### config.mk
export PLATFORM = sky130hd
export DESIGN_NAME = seq_segmented_adder
export DESIGN_NICKNAME = d
export VERILOG_FILES = /design/src/rtl/adder_pkg.sv /design/src/rtl/rca_segment.sv /design/src/rtl/seq_segmented_adder.sv
export SDC_FILE = /design/constraint.sdc
export NUM_CORES = 1
export LEC_CHECK = 0
export CAP_MARGIN = 5
export CORE_MARGIN = 1.5
export CORE_UTILIZATION = 55
export CTS_CLUSTER_DIAMETER = 100
export DETAILED_ROUTE_END_ITERATION = 8
export PLACE_DENSITY_LB_ADDON = 0.3
export SLEW_MARGIN = 20
export SYNTH_ARGS = -nofsm -noshare
export SYNTH_HDL_FRONTEND = slang
export SYNTH_SLANG_ARGS = --single-unit
### constraint.sdc
create_clock -name clk -period 7.73 [get_ports clk]
set_input_delay 1.1595 -clock clk [delete_from_list [all_inputs] [get_ports clk]]
set_output_delay 1.1595 -clock clk [all_outputs]
set_load 0.005 [all_outputs]
### src/rtl/adder_pkg.sv
// Shared types and helpers for the sequential segmented adder.
package adder_pkg;

  typedef enum logic [1:0] {
    IDLE,
    BUSY,
    DONE
  } state_t;

  localparam logic MODE_EXACT  = 1'b0;
  localparam logic MODE_APPROX = 1'b1;

  function automatic int nseg(input int n, input int seg);
    return n / seg;
  endfunction

endpackage

### src/rtl/rca_segment.sv
// Combinational SEG-bit ripple-carry slice; masked bits are OR-approximated and
// hand a&b of themselves on as carry, so the topmost masked bit sets the carry out.
module rca_segment #(
  parameter int SEG = 4
) (
  input  logic [SEG-1:0] a,
  input  logic [SEG-1:0] b,
  input  logic           cin,
  input  logic [SEG-1:0] approx_mask,
  output logic [SEG-1:0] s,
  output logic           cout
);

  logic [SEG:0] c;

  // NOTE: every variable written here gets a default first so no latch is inferred.
  always_comb begin
    c    = '0;
    s    = '0;
    c[0] = cin;
    for (int j = 0; j < SEG; j++) begin
      if (approx_mask[j]) begin
        s[j]     = a[j] | b[j];
        c[j + 1] = a[j] & b[j];
      end else begin
        s[j]     = a[j] ^ b[j] ^ c[j];
        c[j + 1] = (a[j] & b[j]) | (c[j] & (a[j] ^ b[j]));
      end
    end
    cout = c[SEG];
  end

endmodule

### src/rtl/seq_segmented_adder.sv
// Multi-cycle segmented adder with exact / lower-part-OR modes and valid/ready on both sides.
// Define ADDER_ERR_STATS_EN to add Err_flag / Err_count against a shadow exact sum.
module seq_segmented_adder
  import adder_pkg::*;
#(
  parameter int N           = 16,
  parameter int SEG         = 4,
  parameter int APPROX_BITS = 4
) (
  input  logic         clk,
  input  logic         rst,
  input  logic         In_valid,
  output logic         In_ready,
  input  logic [N-1:0] A,
  input  logic [N-1:0] B,
  input  logic         Cin,
  input  logic         Mode,
  output logic         Out_valid,
  input  logic         Out_ready,
  output logic [N-1:0] Sum,
  output logic         Cout
`ifdef ADDER_ERR_STATS_EN
  ,
  output logic         Err_flag,
  output logic [15:0]  Err_count
`endif
);

  localparam int NSEG  = nseg(N, SEG);
  localparam int IDX_W = (NSEG > 1) ? $clog2(NSEG) : 1;
  localparam logic [IDX_W-1:0] LAST_IDX = IDX_W'(NSEG - 1);

  generate
    if ((N % SEG) != 0 || APPROX_BITS > N || APPROX_BITS < 0) begin : g_bad_cfg
      $error("seq_segmented_adder: N must be a multiple of SEG and APPROX_BITS within 0..N");
    end
  endgenerate

  state_t           state_q, state_d;
  logic             accept;
  logic [N-1:0]     a_q, b_q;
  logic             mode_q;
  logic             carry_q;
  logic [IDX_W-1:0] idx_q;

  logic [SEG-1:0]   seg_a, seg_b, seg_mask, seg_s;
  logic             seg_cout;

  // In DONE the next operands may be taken in the same cycle the result leaves.
  always_comb begin
    state_d  = state_q;
    In_ready = 1'b0;
    case (state_q)
      IDLE: In_ready = 1'b1;
      DONE: In_ready = Out_ready;
      default: In_ready = 1'b0;
    endcase
    accept = In_valid && In_ready;
    case (state_q)
      IDLE: if (accept) state_d = BUSY;
      BUSY: if (idx_q == LAST_IDX) state_d = DONE;
      DONE: begin
        if (accept)         state_d = BUSY;
        else if (Out_ready) state_d = IDLE;
      end
      default: state_d = IDLE;
    endcase
  end

  // The approximation mask is per absolute bit, so it can straddle segments.
  always_comb begin
    seg_a    = '0;
    seg_b    = '0;
    seg_mask = '0;
    for (int s = 0; s < NSEG; s++) begin
      if (idx_q == IDX_W'(s)) begin
        seg_a = a_q[s*SEG +: SEG];
        seg_b = b_q[s*SEG +: SEG];
      end
    end
    for (int j = 0; j < SEG; j++) begin
      seg_mask[j] = (mode_q == MODE_APPROX) && ((int'(idx_q) * SEG + j) < APPROX_BITS);
    end
  end

  rca_segment #(.SEG(SEG)) u_seg (
    .a           (seg_a),
    .b           (seg_b),
    .cin         (carry_q),
    .approx_mask (seg_mask),
    .s           (seg_s),
    .cout        (seg_cout)
  );

  // NOTE: sequential state uses non-blocking assignments so all registers update together.
  always_ff @(posedge clk) begin
    if (rst) state_q <= IDLE;
    else     state_q <= state_d;
  end

  always_ff @(posedge clk) begin
    if (rst) begin
      a_q     <= '0;
      b_q     <= '0;
      mode_q  <= MODE_EXACT;
      carry_q <= 1'b0;
      idx_q   <= '0;
      Sum     <= '0;
      Cout    <= 1'b0;
    end else if (accept) begin
      a_q     <= A;
      b_q     <= B;
      mode_q  <= Mode;
      carry_q <= Cin;
      idx_q   <= '0;
    end else if (state_q == BUSY) begin
      for (int s = 0; s < NSEG; s++) begin
        if (idx_q == IDX_W'(s)) Sum[s*SEG +: SEG] <= seg_s;
      end
      carry_q <= seg_cout;
      idx_q   <= idx_q + 1'b1;
      if (idx_q == LAST_IDX) Cout <= seg_cout;
    end
  end

  assign Out_valid = (state_q == DONE);

`ifdef ADDER_ERR_STATS_EN
  logic [N:0] exact_q;

  assign Err_flag = Out_valid && ({Cout, Sum} != exact_q);

  always_ff @(posedge clk) begin
    if (rst) begin
      exact_q   <= '0;
      Err_count <= '0;
    end else begin
      if (accept) exact_q <= {1'b0, A} + {1'b0, B} + (N + 1)'(Cin);
      if (Out_valid && Out_ready && Err_flag && Err_count != 16'hFFFF)
        Err_count <= Err_count + 16'd1;
    end
  end
`endif

endmodule

Word-level counts from Yosys, hierarchy flattened
Index checks and enable logic that the tools add are counted.
Widths: inputs -> output; s select.
- bits in registers: 55
- input bits: 38
- $add $sub $neg: 4
- magnitude comparators: 4
- equality and inequality tests: 8
- muxes and demuxes: 24
- bitwise logic cells: 25
- reduce and logical (&&, ||, !) cells: 14
- operators by type and width (operator ; count):
    $mux 4 ; 8
    $lt 5x3->1 const B ; 3
    $reduce_and 3->1 ; 5
    $add 4x2->5 const B ; 2
    $mux 1 ; 10
    $and 1x1->1 ; 8
    $mux 2 ; 4
    $or 1x1->1 ; 8
    $xor 1x1->1 ; 8
    $eq 2x2->1 const B ; 3
    $pmux 2 s3 ; 1
    $add 4x1->5 const B ; 1
    $logic_and 1x1->1 ; 5
    $eq 2x1->1 const B ; 2
    $logic_not 2->1 ; 2
    $lt 4x3->1 const B ; 1
    $ne 2x2->1 const B ; 2
    $ne 3x1->1 const B ; 1
    $add 2x1->2 const B ; 1
    $pmux 1 s2 ; 1
    $reduce_bool 2->1 ; 1
    $reduce_or 2->1 ; 1
    $not 1->1 ; 1

Longest topological paths before layout
Gate-level depths: netlist of the first run.
- word-level depth: 20
- gate-level depth with buffers: 19
- gate-level depth less buffers: 18

Cells and area by module
From an unflattened synthesis of the first run, not the netlist that was laid out.
- cell total of the unflattened synthesis: 331
- area, all modules: 2741.4 um^2
- by module, submodules not included (module ; times used ; cells each ; area an instance (um^2) ; seq. area each (um^2)):
    seq_segmented_adder ; 1 ; 299 ; 2446.1 ; 1101.1
    rca_segment ; 1 ; 32 ; 295.3 ; 0.0

Worst setup path before layout of the first run
No wires, ideal clock.
- kind: flip-flop to flip-flop
- from: reg idx_q[1]
- to: reg Sum[11]
- library setup time: 0.075 ns
- arrival time: 3.574 ns
- required time: 7.655 ns
- path slack: 4.081 ns
- stages on the path, launching flop included: 19
- period minus slack after synthesis: 3.649 ns
- cell sequence: dfxtp_1 -> inv_1 -> ha_1 -> clkbuf_2 -> buf_2 -> o21ai_0 -> a22oi_1 -> fa_1 -> nand2_1 -> o21ai_0 -> fa_1 -> nand2_1 -> o21ai_0 -> fa_1 -> nand2_1 -> o21ai_0 -> fa_1 -> mux2_4 -> o22ai_1
- longest elaborated chain between the ends: 17
- elaborated cells on any way between the ends: 43
- those cells by class: add/sub (3); order compare (4); eq/ne (3); mux (12); bitwise (15); reduce/logical (6)
- RTL lines (what ; line ; RTL):
    from (decl) ; seq_segmented_adder.sv:44 ; logic [IDX_W-1:0] idx_q;
    from (signal assigned) ; seq_segmented_adder.sv:121 ; idx_q <= idx_q + 1'b1;
    $logic_not 2->1 ; seq_segmented_adder.sv:76 ; if (idx_q == IDX_W'(s)) begin
    $mux 4 (4 in series) ; seq_segmented_adder.sv:76 ;
    $xor 1x1->1 ; rca_segment.sv:27 ; c[j + 1] = (a[j] & b[j]) | (c[j] & (a[j] ^ b[j]));
    $and 1x1->1 ; rca_segment.sv:27 ;
    $or 1x1->1 ; rca_segment.sv:27 ;
    $mux 1 ; rca_segment.sv:22 ; if (approx_mask[j]) begin
    $and 1x1->1 ; rca_segment.sv:27 ;
    $or 1x1->1 ; rca_segment.sv:27 ;
    $mux 1 ; rca_segment.sv:22 ;
    $and 1x1->1 ; rca_segment.sv:27 ;
    $or 1x1->1 ; rca_segment.sv:27 ;
    $mux 1 ; rca_segment.sv:22 ;
    $xor 1x1->1 ; rca_segment.sv:26 ; s[j] = a[j] ^ b[j] ^ c[j];
    $mux 1 ; rca_segment.sv:22 ;
    to (signal, indexed assignment) ; seq_segmented_adder.sv:118 ; if (idx_q == IDX_W'(s)) Sum[s*SEG +: SEG] <= seg_s;
    to (decl) ; seq_segmented_adder.sv:20 ; output logic [N-1:0] Sum,
Several ways; a longest one is shown, not always the timed one.
A chain may end at the register's enable or synchronous reset.

Worst setup path in the final report of the first run
- from: reg idx_q[0]
- to: reg Sum[15]
Same word-level chain as after synthesis.

==> results of run 1 <==
==> cell families after synthesis <==
logic type / Yosys count / share of synthesized area
mux: 5 / 0.0239
simple gates: 82 / 0.142
compound gates: 133 / 0.269
buf+inv: 43 / 0.0816
flops: 55 / 0.397
fa+ha+maj: 16 / 0.0830
xor+xnor: 1 / 0.00316
==> final cells by class <==
type / instances / area (sq um) / share of cell area
clock buffer: 5 / 68.8 / 0.0204
multi-input combinational: 237 / 1450 / 0.429
timing repair buffer: 59 / 583 / 0.172
clock inverter: 3 / 43.8 / 0.0130
sequential: 55 / 1100 / 0.326
tap: 67 / 83.8 / 0.0248
inverter: 13 / 48.8 / 0.0144
==> flip-flops by register name, indices dropped and copies added, names as in the netlist <==
register  flops
Cout          1
state_q       2
b_q          16
a_q          16
idx_q         2
mode_q        1
Sum          16
carry_q       1
==> final timing paths <==
path	to	depth (start not counted)
max	Sum[15]$_SDFFE_PP0P_	17
min	Sum[6]$_SDFFE_PP0P_	2
max reg2reg	Sum[15]$_SDFFE_PP0P_	17
min reg2reg	Sum[6]$_SDFFE_PP0P_	2
==> through the flow <==
| stage | instances | hold slack [ps] |
|---|---|---|
| floorplan | 335 | 454 |
| global placement | 431 | 458 |
| detailed placement | 431 | 463 |
| CTS | 439 | 477 |
| global route | 439 | 494 |
| finish | 439 | 478 |
==> tightest hold or removal path, cell delays in order (launching register included) <==
cell	delay (ps)
dfxtp_1	330
nand2_1	50
o22ai_1	60
==> cells in the mapped netlist (all sizes together) (7+ instances only) <==
cell	n	area, sq um
o21ai	45	225
ha	12	150
a22oi	8	60.1
a22o	8	70.1
nand3	33	165
a21oi	52	260
inv	13	48.8
dfxtp	55	1100
clkbuf	7	27.5
o22ai	16	100
buf	23	150
nand2	32	123
==> per-layer routing <==
metal	global-route usage	part of all wire	vias to the layer above
met5	0	0	-
met4	0.115	0.025	0
met3	0.0501	0.037	21
met2	0.431	0.49	70
met1	0.305	0.45	1169
li1	-	-	1257
==> cells in the final DEF, fill, tap and decap left out, drive strengths merged, types with 2 or more instances in the layout <==
cell type | netlist | final
mux2 | 4 | 4
ha | 12 | 12
o22ai | 16 | 16
buf | 23 | 3
a22o | 8 | 8
fa | 4 | 4
nand2b | 3 | 3
inv | 13 | 13
nor2 | 4 | 4
dfxtp | 55 | 55
nor3 | 2 | 2
nand2 | 32 | 32
nand3 | 33 | 33
nor2b | 2 | 2
and3b | 4 | 4
clkinv | 0 | 2
o21ai | 45 | 45
clkdlybuf4s50 | 0 | 56
clkbuf | 7 | 5
a22oi | 8 | 8
a21oi | 52 | 52
==> where the power goes <==
| group | switching, W | total (W) | leakage (nW) | internal (W) |
|---|---|---|---|---|
| Clock | 0.0000930 | 0.000190 | 0.0581 | 0.0000965 |
| Combinational | 0.0000564 | 0.000110 | 0.719 | 0.0000540 |
| Sequential | 0.00000954 | 0.000307 | 0.449 | 0.000297 |
| Total | 0.000159 | 0.000607 | 1.23 | 0.000448 |
==> impl_metrics.ini, run 1 <==
[sta]
slew_viol_final = 0
min_period_ps = 4110
final-hold-violation-count = 0
fin_ws_ps = 3620
worst_slew_pin_slew_ps = 857
fin_tns_setup_ps = 0
slew_headroom = 0.428
fmax_ghz = 0.244
clock-skew-final_ps = 9.35
setup_viol = 0
period_share = 0.531
rsz0062_at_grt = false

[place]
gp_congestion = 0.878
place_area_sq_mm = 0.00327
dp_hpwl_mm = 4.46
pre_cts_slack_ps = 3420
portBuffers = 56

[setup_path]
end_kind = register
crit_chain = inv_1 > ha_1 > nand2_1 > o21ai_0 > a22oi_1 > fa_1 > nand2_1 > o21ai_0 > fa_1 > nand2_1 > o21ai_0 > fa_1 > nand2_1 > o21ai_0 > fa_1 > mux2_4 > o22ai_1
start_kind = register
r2r_slack_ps = 3620
worstPathRequired_ps = 7970
arrival_ps = 4350
worstSetupStartpoint = idx_q[0]$_SDFFE_PP0P_
r2r-start = idx_q[0]$_SDFFE_PP0P_
slowest_stage = fa_1
cp.buffers_inverters = 1
slowest_delay_ps = 450
crit_type = register to register
path_max_fanout = 12
crit_family = adder cells

[synthesis]
synth_cell_types = 34
synth_seq_cells = 55
ys_warn_count = 0
syn-num-nets = 389
syn_inst = 335
seq_area_frac_synth = 0.397
synth_area_sq_mm = 0.00278
avgSynthCellArea_sq_um = 8.28
synth_edf_count = 0
ys.flop_type = dfxtp_1
async_flop_share = 0

[cts]
clockRootBuffer = clkbuf_8
cts.sinks = 55
clk_pin_slew_worst_paths_ps = 100
hold_buffers = 0
cts_setup_buffers = 0
cts_resized = 0
clock_path_buffers = 2
numCtsBuffers = 5
clkLatencyLatePin_ps = 310
cts_tree = done
cts.htree.levels = 2

[route]
first_pass_iters = 4
drt-total-wl_mm = 6.46
drc = 0
avgRoutedWirePerCell_microns = 14.7
drt_iter0_drc = 198
vias = 2517
via_per_inst = 5.73
postRouteAntennaNets = 0

[floorplan]
dieArea_sq_mm = 0.00548
core_sq_mm = 0.00479
chipWidth_microns = 74.0
rows = 25
die_y_microns = 74.0
start_util = 0.580
io_pins = 57

[power_and_ir_drop]
p_per_area_mw_per_mm2 = 179
leakagePower_nw = 1.23
power_w = 0.000607
peakVddDrop_v = 0.000114

[global_routing]
grt_max_degree = 39
grt_pass1_wl_mm = 10.7
grt_antenna_before_repair = 0
grt_pass1_vias = 2430
track_usage = 0.252
grt-ovfl-total = 0

[cells_and_area]
area_growth_pct = 21.8
final_area_sq_mm = 0.00338
layout-drive-gt1-share = 0.0511
fillers = 414
nNetsFinal = 425
n_antenna_cell = 0
fin_util = 0.706

[hold_path]
hold_path.startpoint = Sum[6]$_SDFFE_PP0P_
hold_path.class = register to register

[outcome]
status = complete, no violations

[job]
cap_violations = 0
Power figures use the tool's default switching activity.
==> run 2: changes to the inputs <==
--- a/config.mk
+++ b/config.mk
@@ -7,7 +7,7 @@
 export LEC_CHECK = 0
 export CAP_MARGIN = 5
 export CORE_MARGIN = 1.5
-export CORE_UTILIZATION = 55
+export CORE_UTILIZATION = 46
 export CTS_CLUSTER_DIAMETER = 100
 export DETAILED_ROUTE_END_ITERATION = 8
 export PLACE_DENSITY_LB_ADDON = 0.3
==> constraint.sdc (replaced) <==
create_clock -name clk -period 3.34 [get_ports clk]
set_input_delay 0.501 -clock clk [delete_from_list [all_inputs] [get_ports clk]]
set_output_delay 0.501 -clock clk [all_outputs]
set_load 0.005 [all_outputs]
==> impl_metrics.ini, run 2 (synthesis results as in run 1) <==
[outcome]
status = complete, no violations

[route]
drt_iter0_drc = 109
via_per_inst = 5.56
first_pass_iters = 4
drt-total-wl_mm = 6.90
drc = 0
postRouteAntennaNets = 0
vias = 2559
avgRoutedWirePerCell_microns = 15.0

[floorplan]
dieArea_sq_mm = 0.00651
core_sq_mm = 0.00589
start_util = 0.472
die_y_microns = 80.7
io_pins = 57
rows = 28
chipWidth_microns = 80.7

[sta]
slew_headroom = 0.537
slew_viol_final = 0
worst_slew_pin_slew_ps = 694
min_period_ps = 3290
fin_ws_ps = 47.7
period_share = 0.986
clock-skew-final_ps = 5.02
fin_tns_setup_ps = 0
fmax_ghz = 0.304
rsz0062_at_grt = true
setup_viol = 0
final-hold-violation-count = 0

[setup_path]
start_kind = register
cp-endpoint = Sum[15]$_SDFFE_PP0P_
cp.buffers_inverters = 1
worstPathRequired_ps = 3580
r2r-start = idx_q[0]$_SDFFE_PP0P_
worstSetupStartpoint = idx_q[0]$_SDFFE_PP0P_
arrival_ps = 3530
r2r_slack_ps = 50
crit_family = adder cells
slowest_stage = fa_2
end_kind = register
slowest_delay_ps = 420
r2r_end = Sum[15]$_SDFFE_PP0P_
r2r_cells = 17
crit_chain = inv_6 > ha_4 > a21oi_1 > o21ai_2 > a22oi_2 > fa_2 > nand2_2 > o21ai_2 > fa_2 > nand2_2 > o21ai_2 > fa_2 > nand2_2 > o21ai_2 > fa_2 > mux2_4 > o22ai_2
crit_type = register to register
path_depth = 17
path_max_fanout = 9

[place]
portBuffers = 56
dp_hpwl_mm = 4.81
gp_congestion = 0.853
place_area_sq_mm = 0.00342
pre_cts_slack_ps = -128

[cts]
cts.htree.levels = 2
clkLatencyLatePin_ps = 310
clock_path_buffers = 2
numCtsBuffers = 5
cts.sinks = 55
hold_buffers = 0
cts_tree = done
clockRootBuffer = clkbuf_8
clk_pin_slew_worst_paths_ps = 90

[cells_and_area]
nNetsFinal = 440
mostFrequentLayoutCells = 56 x clkdlybuf4s50_1, 53 x dfxtp_1, 50 x a21oi_1, 33 x nand3_1, 30 x o21ai_1
n_antenna_cell = 0
layout-drive-gt1-share = 0.153
final_area_sq_mm = 0.00361
area_growth_pct = 30.2
final_common_cell = clkdlybuf4s50_1
largestRegisters = Sum: 16 flops, a_q: 16 flops, b_q: 16 flops

[power_and_ir_drop]
leakagePower_nw = 1.30
peakVddDrop_v = 0.000188
power_w = 0.00134
p_per_area_mw_per_mm2 = 371

[global_routing]
track_usage = 0.224
grt_antenna_before_repair = 0
grt-ovfl-total = 0
grt_pass1_vias = 2458
grt_pass1_wl_mm = 11.2
grt_max_degree = 39

[hold_path]
hold_path.class = register to register

[job]
cap_violations = 0
## run 2: cell types whose count changed in the layout (fill, tap and decap cells not counted), moves of 3 or more
cell     before  now
ha_1         12    8
o21ai_0      15   10
ha_4          0    3
o21ai_2       0    5
fa_2          0    4
fa_1          4    0
o22ai_2       0    4
o22ai_1      16   12
nand2_1      31   27
nand2_2       1    5
buf_4         3   18
## run 2: worst reg2reg max path, cell delays in order, from the launching register on
cell,delay [ps]
dfxtp_4,380
inv_6,70
ha_4,210
a21oi_1,70
o21ai_2,80
a22oi_2,100
fa_2,370
nand2_2,60
o21ai_2,60
fa_2,340
nand2_2,70
o21ai_2,70
fa_2,340
nand2_2,70
o21ai_2,70
fa_2,420
mux2_4,300
o22ai_2,140
## run 2: final cells by class
class	count	area, sq um
well taps	75	93.8
fillers	541	2270
multi-input cells	237	1590
clock buffers	6	72.6
flip-flops and latches	55	1110
repair buffers	74	696
inverters	13	56.3
## run 2: what timing repair did
item | CTS | global route
pin swaps | 1 | 3
gates resized for setup | 13 | 13
setup endpoints to repair | 6 | 6
buffers inserted | 1 | 4
gates cloned | 0 | 0
## run 2: how the worst min path moves through the flow
stage,start,end,slack (ps),cells past startpoint
global placement,Sum[14]$_SDFFE_PP0P_,Sum[14]$_SDFFE_PP0P_,450,2
CTS,Sum[4]$_SDFFE_PP0P_,Sum[4]$_SDFFE_PP0P_,480,2
finish,Sum[2]$_SDFFE_PP0P_,Sum[2]$_SDFFE_PP0P_,480,2
global route,Sum[1]$_SDFFE_PP0P_,Sum[1]$_SDFFE_PP0P_,490,2
detailed placement,Sum[4]$_SDFFE_PP0P_,Sum[4]$_SDFFE_PP0P_,460,2
floorplan,b_q[11]$_SDFFE_PP0P_,b_q[11]$_SDFFE_PP0P_,450,2
## run 2: per-stage QoR
step	std cells	hold WS, ps	utilization
2_1_floorplan	335	454	-
3_3_place_gp	450	455	0.581
3_5_place_dp	450	461	0.581
4_1_cts	456	477	0.600
5_1_grt	460	490	0.614
6_report	460	475	0.614
## run 2: report_power, final
part	total (W)	internal (W)	switching, W
clock network	0.000342	0.000140	0.000201
registers	0.000711	0.000687	0.0000240
logic	0.000289	0.000145	0.000143
total	0.00134	0.000973	0.000369
## run 2: routing by layer
layer / track usage / vias to the layer above / share of wire
li1: - / 1290 / -
met5: 0 / - / 0
met1: 0.273 / 1188 / 0.44
met3: 0.0443 / 7 / 0.050
met4: 0.0914 / 0 / 0.014
met2: 0.382 / 74 / 0.49
==> run 3: changes to the inputs <==
--- a/config.mk
+++ b/config.mk
@@ -10,7 +10,7 @@
 export CORE_UTILIZATION = 46
 export CTS_CLUSTER_DIAMETER = 100
 export DETAILED_ROUTE_END_ITERATION = 8
-export PLACE_DENSITY_LB_ADDON = 0.3
+export PLACE_DENSITY = 0.76
 export SLEW_MARGIN = 20
 export SYNTH_ARGS = -nofsm -noshare
 export SYNTH_HDL_FRONTEND = slang
==> impl_metrics.ini, run 3 (synthesis results as in run 1) <==
[global_routing]
grt-ovfl-total = 0
met2_usage = 0.392
grt_antenna_before_repair = 0
grt_max_degree = 38
grt_pass1_wl_mm = 11.1
track_usage = 0.218
met3_usage = 0.0420
grt_busiest_layer = met2
use_met1 = 0.267
grt_pass1_vias = 2391

[cts]
clk_pin_slew_worst_paths_ps = 90
hold_buffers = 0
clockRootBuffer = clkbuf_8
cts_tree = done
cts.htree.levels = 2
clock_path_buffers = 2
numCtsBuffers = 5
cts.sinks = 55
clkLatencyLatePin_ps = 300

[sta]
slew_headroom = 0.539
slew_viol_final = 0
worst_slew_pin_slew_ps = 691
fmax_ghz = 0.293
min_period_ps = 3410
rsz0062_at_grt = true
setup_viol = 5
fin_ws_ps = -71.6
clock-skew-final_ps = 11.4
fin_hold_ws_ps = 470
period_share = 1.02
final-hold-violation-count = 0

[setup_path]
crit_type = register to register
start_kind = register
arrival_ps = 3640
path_max_fanout = 7
r2r_cells = 17
crit_chain = buf_6 > ha_4 > a21oi_2 > o21ai_2 > a22oi_2 > fa_2 > nand2_2 > o21ai_2 > fa_2 > nand2_2 > o21ai_2 > fa_2 > nand2_2 > o21ai_2 > fa_2 > mux2_4 > o22ai_2
slowest_stage = fa_2
end_kind = register
slowest_delay_ps = 400
worstPathRequired_ps = 3570

[cells_and_area]
layout-drive-gt1-share = 0.163
finalNonFillerCells = 462
area_growth_pct = 32.0
final_area_sq_mm = 0.00366
nNetsFinal = 441
mostFrequentLayoutCells = 56 x clkdlybuf4s50_1, 53 x dfxtp_1, 48 x a21oi_1, 33 x nand3_1, 30 x o21ai_1
final_common_cell = clkdlybuf4s50_1
largestRegisters = Sum: 16 flops, a_q: 16 flops, b_q: 16 flops
n_antenna_cell = 0
fillers = 526
fin_util = 0.622

[floorplan]
chipWidth_microns = 80.7
rows = 28
start_util = 0.472
core_sq_mm = 0.00589
dieArea_sq_mm = 0.00651
die_y_microns = 80.7
io_pins = 57

[job]
cap_violations = 0

[route]
drc = 0
vias = 2611
postRouteAntennaNets = 0
first_pass_iters = 5
drt_iter0_drc = 137
drt-total-wl_mm = 6.93
via_per_inst = 5.65
avgRoutedWirePerCell_microns = 15.0

[place]
dp_hpwl_mm = 4.71
gp_congestion = 0.906
place_area_sq_mm = 0.00341
pre_cts_slack_ps = -138
portBuffers = 56
placedCellCount = 450

[power_and_ir_drop]
leakagePower_nw = 1.32
p_per_area_mw_per_mm2 = 390
peakVddDrop_v = 0.000193

[hold_path]
hold_path.class = register to register
worstHoldPathCells = 2

[outcome]
violations = setup timing
status = finished, violations left
-- run 3: changes by cell type in the layout (fill, tap and decap cells not counted) --
cell       previous run  this run
a21oi_1              50        48
a21oi_2               0         2
buf_6                 0         1
bufinv_16             0         1
-- run 3: metal layers --
metal,up-vias,share of wire
met5,-,0
met4,0,0.011
met3,9,0.054
met2,88,0.51
met1,1225,0.43
li1,1289,-
-- run 3: worst max-delay path, delay by kind of cell, from the launching register on --
| family | cells | cell delay, ps |
|---|---|---|
| AOI/OAI and AO/OA | 7 | 610 |
| adders and majority gates | 5 | 1680 |
| buffers and inverters | 1 | 110 |
| DFF | 1 | 390 |
| muxes | 1 | 300 |
| and+or+nand+nor | 3 | 220 |
-- run 3: what timing repair did --
item | CTS | global route
pin swaps | 6 | 10
resized for setup | 18 | 12
endpoints found under the setup margin | 5 | 6
setup buffers | 4 | 2
-- run 3: path summary, 6_finish.rpt --
check / to / from / slack [ps]
worst max register to register: Sum[3]$_SDFFE_PP0P_ / idx_q[0]$_SDFFE_PP0P_ / -70
worst min-delay path: Sum[6]$_SDFFE_PP0P_ / Sum[6]$_SDFFE_PP0P_ / 470
worst max-delay path: Sum[3]$_SDFFE_PP0P_ / idx_q[0]$_SDFFE_PP0P_ / -70
worst min register to register: Sum[6]$_SDFFE_PP0P_ / Sum[6]$_SDFFE_PP0P_ / 470
-- run 3: metrics by stage --
step	total power, W	TNS (ps)
finish	0.00143	-268
global route	0.00149	-1050
CTS	0.00142	-89.3
detailed placement	0.000992	-575
global placement	0.000983	-59.3
floorplan	0.000893	0
-- run 3: layout make-up --
cell class | count | area, sq um | share of cell area
Tap cell | 75 | 93.8 | 0.0256
Multi-Input combinational cell | 237 | 1590 | 0.435
Inverter | 13 | 56.3 | 0.0154
Clock buffer | 6 | 72.6 | 0.0198
Timing Repair Buffer | 75 | 707 | 0.193
Clock inverter | 1 | 30.0 | 0.00820
Sequential cell | 55 | 1110 | 0.303
-- run 3: where the power goes --
part	total, W	switching [W]	leakage [nW]	internal, W
clock	0.000423	0.000203	0.0513	0.000220
combinational	0.000295	0.000148	0.821	0.000147
sequential	0.000711	0.0000233	0.451	0.000687
total	0.00143	0.000374	1.32	0.00105
